**src/rtl/datapath_pkg.sv**
```systemverilog
// Shared definitions for the multi-cycle datapath: ALU opcodes, FSM states, flag bit positions.
package datapath_pkg;

  localparam logic [2:0] ALU_ADD   = 3'b000;
  localparam logic [2:0] ALU_SUB   = 3'b001;
  localparam logic [2:0] ALU_AND   = 3'b010;
  localparam logic [2:0] ALU_XOR   = 3'b011;
  localparam logic [2:0] ALU_OR    = 3'b100;
  localparam logic [2:0] ALU_MUL   = 3'b101;
  localparam logic [2:0] ALU_SLT   = 3'b110;
  localparam logic [2:0] ALU_PASSA = 3'b111;

  typedef enum logic [1:0] {
    ST_IDLE  = 2'd0,
    ST_READ  = 2'd1,
    ST_EXEC  = 2'd2,
    ST_WRITE = 2'd3
  } state_t;

  // Bit positions inside the 4-bit {Negative, Zero, Carry, Overflow} flag word.
  localparam int FLAG_N = 3;
  localparam int FLAG_Z = 2;
  localparam int FLAG_C = 1;
  localparam int FLAG_V = 0;

endpackage

```
**src/rtl/alu.sv**
```systemverilog
// Combinational ALU for datapath_mc. MUL is built only when DATAPATH_MUL_EN is defined;
// otherwise opcode 101 reports o_illegal with a zero result.
module alu
  import datapath_pkg::*;
#(
  parameter int WORD_SIZE = 32
) (
  input  logic [WORD_SIZE-1:0] i_a,
  input  logic [WORD_SIZE-1:0] i_b,
  input  logic [2:0]           i_op,
  output logic [WORD_SIZE-1:0] o_result,
  output logic [3:0]           o_flags,
  output logic                 o_illegal
);

  logic [WORD_SIZE:0]   w_sum;
  logic [WORD_SIZE:0]   w_diff;
  logic                 w_slt;
  logic                 w_carry;
  logic                 w_ovf;
`ifdef DATAPATH_MUL_EN
  logic [WORD_SIZE-1:0] w_prod;
  assign w_prod = i_a * i_b;
`endif

  // Subtraction as A + ~B + 1 so the carry-out means "no borrow".
  assign w_sum  = {1'b0, i_a} + {1'b0, i_b};
  assign w_diff = {1'b0, i_a} + {1'b0, ~i_b} + {{WORD_SIZE{1'b0}}, 1'b1};
  assign w_slt  = $signed(i_a) < $signed(i_b);

  always_comb begin
    o_result  = '0;
    w_carry   = 1'b0;
    w_ovf     = 1'b0;
    o_illegal = 1'b0;
    case (i_op)
      ALU_ADD: begin
        o_result = w_sum[WORD_SIZE-1:0];
        w_carry  = w_sum[WORD_SIZE];
        w_ovf    = (i_a[WORD_SIZE-1] == i_b[WORD_SIZE-1]) &&
                   (w_sum[WORD_SIZE-1] != i_a[WORD_SIZE-1]);
      end
      ALU_SUB: begin
        o_result = w_diff[WORD_SIZE-1:0];
        w_carry  = w_diff[WORD_SIZE];
        w_ovf    = (i_a[WORD_SIZE-1] != i_b[WORD_SIZE-1]) &&
                   (w_diff[WORD_SIZE-1] != i_a[WORD_SIZE-1]);
      end
      ALU_AND:   o_result = i_a & i_b;
      ALU_XOR:   o_result = i_a ^ i_b;
      ALU_OR:    o_result = i_a | i_b;
`ifdef DATAPATH_MUL_EN
      ALU_MUL:   o_result = w_prod;
`else
      ALU_MUL:   o_illegal = 1'b1;
`endif
      ALU_SLT:   o_result = {{(WORD_SIZE-1){1'b0}}, w_slt};
      ALU_PASSA: o_result = i_a;
      default:   o_result = '0;
    endcase
  end

  always_comb begin
    o_flags         = '0;
    o_flags[FLAG_N] = o_result[WORD_SIZE-1];
    o_flags[FLAG_Z] = (o_result == '0);
    o_flags[FLAG_C] = w_carry;
    o_flags[FLAG_V] = w_ovf;
  end

endmodule

```
**src/rtl/datapath_mc.sv**
```systemverilog
// Multi-cycle datapath: IDLE/READ/EXEC/WRITE sequencer, register file and ALU (alu.sv).
// Optional MUL opcode controlled by DATAPATH_MUL_EN.
module datapath_mc
  import datapath_pkg::*;
#(
  parameter  int WORD_SIZE = 32,
  parameter  int NUM_REGS  = 4,
  localparam int ADDR_W    = $clog2(NUM_REGS)
) (
  input  logic                 Clk,
  input  logic                 Rst,
  input  logic                 InstrValid,
  output logic                 InstrReady,
  input  logic [ADDR_W-1:0]    RegReadAddr1,
  input  logic [ADDR_W-1:0]    RegReadAddr2,
  input  logic [ADDR_W-1:0]    RegWriteAddr,
  input  logic                 RegWriteEnable,
  input  logic [2:0]           ALUControl,
  output logic [WORD_SIZE-1:0] Result,
  output logic [3:0]           Flags,
  output logic                 Done,
  output logic                 IllegalOp,
  input  logic [ADDR_W-1:0]    DbgAddr,
  output logic [WORD_SIZE-1:0] DbgData,
  output logic [1:0]           DbgState
);

  // Handshake: an instruction is taken on a rising edge where InstrValid && InstrReady.
  // InstrReady is high only in IDLE; InstrValid is ignored in every other state.

  localparam logic [WORD_SIZE-1:0] REG_ONE = {{(WORD_SIZE-1){1'b0}}, 1'b1};

  state_t               r_state;
  state_t               w_next;
  logic                 w_accept;
  logic                 w_read;
  logic                 w_exec;
  logic                 w_write;

  logic [WORD_SIZE-1:0] r_regs [NUM_REGS];
  logic [ADDR_W-1:0]    r_ra1;
  logic [ADDR_W-1:0]    r_ra2;
  logic [ADDR_W-1:0]    r_wa;
  logic                 r_we;
  logic [2:0]           r_op;
  logic [WORD_SIZE-1:0] r_a;
  logic [WORD_SIZE-1:0] r_b;
  logic [WORD_SIZE-1:0] r_result;
  logic [3:0]           r_flags;
  logic                 r_done;
  logic                 r_illegal;

  logic [WORD_SIZE-1:0] w_alu_result;
  logic [3:0]           w_alu_flags;
  logic                 w_alu_illegal;

  alu #(.WORD_SIZE(WORD_SIZE)) u_alu (
    .i_a      (r_a),
    .i_b      (r_b),
    .i_op     (r_op),
    .o_result (w_alu_result),
    .o_flags  (w_alu_flags),
    .o_illegal(w_alu_illegal)
  );

  always_ff @(posedge Clk) begin
    if (Rst) r_state <= ST_IDLE;
    else     r_state <= w_next;
  end

  always_comb begin
    w_next     = r_state;
    InstrReady = 1'b0;
    w_accept   = 1'b0;
    w_read     = 1'b0;
    w_exec     = 1'b0;
    w_write    = 1'b0;
    case (r_state)
      ST_IDLE: begin
        InstrReady = 1'b1;
        if (InstrValid) begin
          w_accept = 1'b1;
          w_next   = ST_READ;
        end
      end
      ST_READ: begin
        w_read = 1'b1;
        w_next = ST_EXEC;
      end
      ST_EXEC: begin
        w_exec = 1'b1;
        w_next = ST_WRITE;
      end
      ST_WRITE: begin
        w_write = 1'b1;
        w_next  = ST_IDLE;
      end
      default: w_next = ST_IDLE;
    endcase
  end

  always_ff @(posedge Clk) begin
    if (Rst) begin
      r_result  <= '0;
      r_flags   <= '0;
      r_done    <= 1'b0;
      r_illegal <= 1'b0;
      r_ra1     <= '0;
      r_ra2     <= '0;
      r_wa      <= '0;
      r_we      <= 1'b0;
      r_op      <= '0;
      r_a       <= '0;
      r_b       <= '0;
      for (int i = 0; i < NUM_REGS; i++) begin
        if (i == NUM_REGS - 1)      r_regs[i] <= REG_ONE;
        else if (i == NUM_REGS - 2) r_regs[i] <= '1;
        else                        r_regs[i] <= '0;
      end
    end else begin
      r_done    <= w_write;
      r_illegal <= w_write && w_alu_illegal;
      if (w_accept) begin
        r_ra1 <= RegReadAddr1;
        r_ra2 <= RegReadAddr2;
        r_wa  <= RegWriteAddr;
        r_we  <= RegWriteEnable;
        r_op  <= ALUControl;
      end
      // Operands are captured here, so a source equal to the destination sees the old value.
      if (w_read) begin
        r_a <= r_regs[r_ra1];
        r_b <= r_regs[r_ra2];
      end
      if (w_exec) begin
        r_result <= w_alu_result;
        if (!w_alu_illegal) r_flags <= w_alu_flags;
      end
      if (w_write && r_we && !w_alu_illegal) r_regs[r_wa] <= r_result;
    end
  end

  assign Result    = r_result;
  assign Flags     = r_flags;
  assign Done      = r_done;
  assign IllegalOp = r_illegal;
  assign DbgData   = r_regs[DbgAddr];
  assign DbgState  = r_state;

endmodule

```
**config.mk**
```make
export PLATFORM = sky130hd
export DESIGN_NAME = datapath_mc
export DESIGN_NICKNAME = d
export VERILOG_FILES = /design/src/rtl/datapath_pkg.sv /design/src/rtl/alu.sv /design/src/rtl/datapath_mc.sv
export SDC_FILE = /design/constraint.sdc
export NUM_CORES = 1
export LEC_CHECK = 0
export ABC_AREA = 1
export BUFFER_PORTS_ARGS = -buffer_cell sky130_fd_sc_hd__buf_2
export CORE_MARGIN = 5
export CORE_UTILIZATION = 25
export CTS_CLUSTER_SIZE = 28
export DETAILED_ROUTE_END_ITERATION = 16
export PLACE_DENSITY = 0.36
export SLEW_MARGIN = 5
export SYNTH_ARGS = -nofsm -noshare
export SYNTH_HDL_FRONTEND = slang
export SYNTH_HIERARCHICAL = 1
export SYNTH_SLANG_ARGS = --single-unit
```
**constraint.sdc**
```tcl
create_clock -name Clk -period 4.8 [get_ports Clk]
set_input_delay 0.24 -clock Clk [delete_from_list [all_inputs] [get_ports Clk]]
set_output_delay 0.24 -clock Clk [all_outputs]
set_load 0.01 [all_outputs]
```
==> results.sh, run 1 <==
export IMPL_num_vias=18731
export IMPL_clock_latency_ns=0.57
export IMPL_cts_tree="yes"
export IMPL_fin_tns_setup_ns=0
export IMPL_yosysSeqAreaShare_pct=33.81
export IMPL_drc=0
export IMPL_coreArea_um2=71730
export IMPL_gp_congestion=0.9144
export IMPL_maxCapViolCount=0
export IMPL_grt_pass1_vias=18072
export IMPL_clkSinkCount=242
export IMPL_clk_pin_slew_ns=0.06
export IMPL_n_fill_cell=7962
export IMPL_layout_nets=2914
export IMPL_die_h_um=279.2
export IMPL_max_freq_ghz=0.2703
export IMPL_r2r_end="Flags[2]"
export IMPL_rsz0062_at_grt="no"
export IMPL_worst_ep_arrival_time_ns=4.18
export IMPL_htree_levels=2
export IMPL_timing_clock_skew_ns=0.03179
export IMPL_hold_viol=0
export IMPL_syn_to_final_growth_pct=14.91
export IMPL_power_density_nw_per_um2=721.1
export IMPL_fin_total_pwr_mw=15.01
export IMPL_yosysMostFrequentCell="nand2_1"
export IMPL_finalCriticalPeriod_ns=3.699
export IMPL_leakage_nw=9.418
export IMPL_io_buffers=87
export IMPL_synth_common_cells="755 x nand2_1, 333 x inv_1, 333 x nor2_1"
export IMPL_clock_root_buffer="clkbuf_16"
export IMPL_r2r_slack_ns=1.10
export IMPL_path_class="reg -> reg"
export IMPL_async_flop_share_pct=0
export IMPL_hpwl_mm=60.24
export IMPL_worstSetupEndpointType="flop"
export IMPL_drive_above_1_share_pct=8.558
export IMPL_ys_types=47
export IMPL_hp_start="RegWriteEnable"
export IMPL_antenna_found_initial=2
export IMPL_avgSynthCellArea_um2=6.545
export IMPL_drt_iter0_markers=1613
export IMPL_drt_pass1_iter_count=6
export IMPL_slew_headroom_pct=28.34
export IMPL_status="complete, no violations"
export IMPL_synth_nets=2892
export IMPL_synthTopCellsByArea="edfxtp_1 21%, nand2_1 16%, dfxtp_1 13%"
export IMPL_yosysWarnings=6
export IMPL_synth_top_area_share_pct=21.22
export IMPL_io_pins=88
export IMPL_grt_usage_pct=20.87
export IMPL_yosysTopAreaCell="edfxtp_1"
export IMPL_final_antenna_net_count=0
export IMPL_grt_pass1_wl_mm=122.5
export IMPL_std_cell_rows=98
export IMPL_path_max_fanout=7
export IMPL_setup_viol=0
export IMPL_avgViaCountPerCell=4.971
export IMPL_hold_path_class="in -> reg"
export IMPL_die_x_um=279.2
export IMPL_slew_viol_final=0
export IMPL_synth_area_um2=18120
export IMPL_grt_max_degree=65
export IMPL_synth_flop_cell="edfxtp_1"
export IMPL_period_share_pct=77.07
export IMPL_r2r_cells=18
export IMPL_whs_path_depth=4
export IMPL_worstReg2RegStart="r_a[24]"
export IMPL_ir_drop_mv=0.4689
export IMPL_die_area_um2=77950
export IMPL_startpoint_type="flop"
export IMPL_numCtsBuffers=34
export IMPL_wl_per_cell_um=22.37
export IMPL_synth_seq_cells=242
export IMPL_grt_overflow_total=0
export IMPL_worstHoldEndpoint="r_we"
export IMPL_synth_cells=2768
export IMPL_synth_edff_count=128
export IMPL_tightestPinTransition_ns=1.068
export IMPL_clock_path_buffers=3
export IMPL_cts_resized=0
export IMPL_cp_required_ns=5.28
export IMPL_start_util_pct=25.26
export IMPL_wl_mm=84.28
## report_power, final
group          internal (mW)  total [mW]  leakage, nW  switching (mW)
clock network           1.91        2.98        0.639            1.07
logic                   2.35        8.99         6.64            6.64
registers               2.60        3.04         2.14           0.441
total                   6.86        15.0         9.42            8.15
## per-layer routing
metal	vias up	wire length [um]	GRT usage (%)
li1	9036	-	-
met3	122	5650	3.319
met5	-	0	0
met4	0	2646	6.771
met2	667	36990	32.68
met1	8906	39000	29.45
## cells by family after synthesis
kind of cell / Yosys count / synth area share [%]
compound gates: 475 / 14.32
xor+xnor: 1 / 0.04835
fa+ha+maj: 109 / 7.611
buf+inv: 491 / 10.86
flops: 242 / 33.81
simple gates: 1450 / 33.34
## placed cells by master, fill, tap and decap left out, drive strengths merged, types with 3 or more instances in the layout
cell	count
a211oi	3
a21oi	173
a221oi	15
and2	5
buf	123
bufinv	9
clkbuf	44
clkinv	7
dfxtp	114
dlygate4sd3	12
edfxtp	128
ha	107
inv	342
nand2	771
nand3	299
nand3b	4
nand4	15
nor2	340
nor3	10
o211ai	3
o21ai	200
o21bai	11
o221ai	5
o22ai	58
or2	3
## layout make-up
type / count / area [um2] / share of cell area, %
antenna: 2 / 5.005 / 0.02404
clock buffer: 44 / 958.4 / 4.604
clock inverter: 18 / 362.8 / 1.743
inverter: 342 / 1284 / 6.167
multi-input combinational: 2035 / 10050 / 48.26
sequential: 242 / 6133 / 29.46
tap: 950 / 1189 / 5.710
timing repair buffer: 135 / 838.3 / 4.027
## flip-flops by register name (all words and copies together), names as in the netlist
| signal | count |
|---|---|
| r_ra1 | 2 |
| DbgState | 2 |
| r_ra2 | 2 |
| IllegalOp | 1 |
| r_wa | 2 |
| r_op | 3 |
| r_a | 32 |
| Done | 1 |
| r_regs | 128 |
| Flags | 4 |
| Result | 32 |
| r_b | 32 |
| r_we | 1 |
## how the worst max path moves through the flow
stage,from,end,cells after the start
after global routing,r_a[24],Flags[2],18
after CTS,r_a[24],Flags[2],18
final,r_a[24],Flags[2],18
after global placement,r_a[24],Flags[2],18
after detailed placement,r_a[24],Flags[2],18
after floorplan,DbgState[0],r_regs[0][0],6
## what timing repair did
action | 4_1_cts | 5_1_grt
hold buffers | 12 | 0
hold endpoints to repair | 14 | 0
setup buffers | 0 | 0
## metrics by stage
stage | area (um2) | setup slack (ns) | utilization, % | hold slack, ns | std cells
floorplan | 18120 | 2.352 | - | 0.3114 | 2768
global placement | 19370 | 1.168 | 27.01 | 0.4910 | 3692
detailed placement | 19370 | 1.192 | 27.01 | 0.4932 | 3692
CTS | 20810 | 1.177 | 29.01 | 0.4348 | 3766
global route | 20810 | 0.9606 | 29.01 | 0.5054 | 3766
finish | 20820 | 1.101 | 29.02 | 0.4564 | 3768
## critical path, stage by stage, from the launching register on
cell,delay [ns]
dfxtp_1,0.41
inv_1,0.07
ha_1,0.58
inv_1,0.29
a21oi_1,0.33
o21ai_0,0.21
nand2_1,0.10
nand2_1,0.08
a21oi_1,0.22
nand3_1,0.11
nand3_1,0.10
nand2_1,0.05
nor2_1,0.42
nand2_1,0.11
nor2_1,0.20
nand2_1,0.07
nor2_1,0.12
nor2_1,0.06
nor2_1,0.10
No activity file was read; power rests on OpenSTA's default activity.
==> inputs of run 2 (changes only) <==
==> constraint.sdc (replaced) <==
create_clock -name Clk -period 3.57 [get_ports Clk]
set_input_delay 0.1785 -clock Clk [delete_from_list [all_inputs] [get_ports Clk]]
set_output_delay 0.1785 -clock Clk [all_outputs]
set_load 0.01 [all_outputs]
==> results.sh, run 2 (synthesis gave the netlist of run 1 again) <==
export IMPL_status="complete, no violations"
export IMPL_crit_top_cell="nor2_1"
export IMPL_worst_ep_arrival_time_ns=3.88
export IMPL_ir_drop_mv=0.4191
export IMPL_cp_cell_sequence="inv_1 -> ha_1 -> nor2_1 -> nand2_1 -> nor2_1 -> nand2_1 -> nand3_1 -> a21oi_1 -> nor2_1 -> nand2_1 -> nor2_1 -> nand3_1 -> nor2_1 -> nand2_1 -> nor2_1 -> nor2_1 -> nor2_1"
export IMPL_r2r_end="Flags[2]"
export IMPL_crit_buf_inv=1
export IMPL_worst_path_max_delay_cell="ha_1"
export IMPL_clkSinkCount=242
export IMPL_coreArea_um2=71730
export IMPL_io_buffers=87
export IMPL_start_util_pct=25.26
export IMPL_htree_levels=1
export IMPL_grt_pass1_vias=18167
export IMPL_numCtsBuffers=30
export IMPL_timing_clock_skew_ns=0.008528
export IMPL_max_stage_delay_ns=0.44
export IMPL_layout_nets=2965
export IMPL_cts_setup_buffers=0
export IMPL_hp_start="RegWriteEnable"
export IMPL_cp_required_ns=4.08
export IMPL_final_core_util_pct=29.28
export IMPL_gp_congestion=0.9486
export IMPL_placedCellCount=3747
export IMPL_grt_usage_pct=20.60
export IMPL_cp_top_family="simple AND/OR/NAND/NOR gates"
export IMPL_whs_path_depth=4
export IMPL_place_ws_ns=0.1550
export IMPL_hold_viol=0
export IMPL_dpl_cell_area_um2=19870
export IMPL_timing_final_ws_setup_ns=0.1975
export IMPL_leakage_nw=9.566
export IMPL_avgViaCountPerCell=4.930
export IMPL_antenna_found_initial=2
export IMPL_wl_per_cell_um=21.90
export IMPL_largest_register="r_regs"
export IMPL_setup_viol=0
export IMPL_path_class="reg -> reg"
export IMPL_worstSetupEndpointType="flop"
export IMPL_final_antenna_net_count=0
export IMPL_num_vias=18824
export IMPL_largest_reg_flops=128
export IMPL_cts_tree="yes"
export IMPL_die_x_um=279.2
export IMPL_die_area_um2=77950
export IMPL_startpoint_type="flop"
export IMPL_worstHoldEndpoint="r_we"
export IMPL_clock_latency_ns=0.58
export IMPL_io_pins=88
export IMPL_rsz0062_at_grt="no"
export IMPL_finalCriticalPeriod_ns=3.373
export IMPL_die_h_um=279.2
export IMPL_wl_mm=83.60
export IMPL_tightestPinTransition_ns=0.9817
export IMPL_clock_root_buffer="clkbuf_16"
export IMPL_drt_iter0_markers=1587
export IMPL_grt_pass1_wl_mm=121.9
export IMPL_clock_path_buffers=3
export IMPL_worstReg2RegStart="r_a[9]"
export IMPL_grt_overflow_total=0
export IMPL_drc=0
export IMPL_drt_pass1_iter_count=9
export IMPL_final_area_um2=21000
export IMPL_std_cell_rows=98
export IMPL_r2r_slack_ns=0.20
export IMPL_hold_path_class="in -> reg"
export IMPL_period_share_pct=94.47
export IMPL_max_freq_ghz=0.2965
export IMPL_r2r_cells=17
export IMPL_clk_pin_slew_ns=0.06
export IMPL_drive_above_1_share_pct=9.983
export IMPL_maxCapViolCount=0
export IMPL_grt_max_degree=115
export IMPL_syn_to_final_growth_pct=15.93
export IMPL_slew_headroom_pct=34.15
export IMPL_power_density_nw_per_um2=952.8
export IMPL_final_cell_mix="754 x nand2_1, 330 x nor2_1, 328 x inv_1"
export IMPL_hpwl_mm=62.26
export IMPL_fin_tns_setup_ns=0
export IMPL_path_max_fanout=10
export IMPL_slew_viol_final=0
export IMPL_layoutNonFillerInstCount=3818
export IMPL_layout_commonest_cell="nand2_1"
## run 2: area by class of cell
| class | count | area (um2) |
|---|---|---|
| Fill cell | 8059 | 50730 |
| Multi-Input combinational cell | 2035 | 10060 |
| Sequential cell | 242 | 6128 |
| Timing Repair Buffer | 190 | 1339 |
| Inverter | 342 | 1284 |
| Tap cell | 950 | 1189 |
| Clock buffer | 47 | 919.6 |
| Clock inverter | 9 | 75.07 |
| Antenna cell | 3 | 7.507 |
## run 2: how the worst max path moves through the flow
stage / from / endpoint / slack, ns / depth (start not counted)
4_1_cts: r_a[11] / Flags[2] / 0.12 / 21
3_3_place_gp: r_a[11] / Flags[2] / 0.06 / 21
5_1_grt: r_b[0] / Flags[2] / 0.01 / 19
6_report: r_a[9] / Flags[2] / 0.20 / 17
2_1_floorplan: DbgState[0] / r_regs[0][0] / 1.12 / 6
3_5_place_dp: r_a[11] / Flags[2] / 0.15 / 21
## run 2: report_power, final
part | switching (mW) | internal [mW] | leakage [nW]
Sequential | 0.485 | 3.49 | 2.14
Combinational | 9.29 | 3.64 | 6.94
Clock | 1.27 | 1.83 | 0.483
## run 2: through the flow
stage,hold slack [ns],power [mW]
finish,0.3939,20.01
global route,0.4036,21.60
CTS,0.3556,20.02
detailed placement,0.4432,16.82
global placement,0.4380,16.92
floorplan,0.2499,11.74
## run 2: per-layer routing
metal | vias up | track usage (%) | share of wire [%]
li1 | 9138 | - | -
met1 | 9015 | 29.06 | 47
met5 | - | 0 | 0
met2 | 576 | 34.06 | 46
met4 | 0 | 4.095 | 1.8
met3 | 95 | 2.592 | 5.5
## run 2: timing repair
item | 4_1_cts | 5_1_grt
gates resized for setup | 0 | 4
hold buffers | 12 | 0
endpoints found under the setup margin | 0 | 1
endpoints found under the hold margin | 14 | 0
## run 2: tightest hold or removal path: cells and delay by family
family          cells  cell delay [ns]
buf+inv             2             0.61
simple gates        1             0.08
compound gates      1             0.07
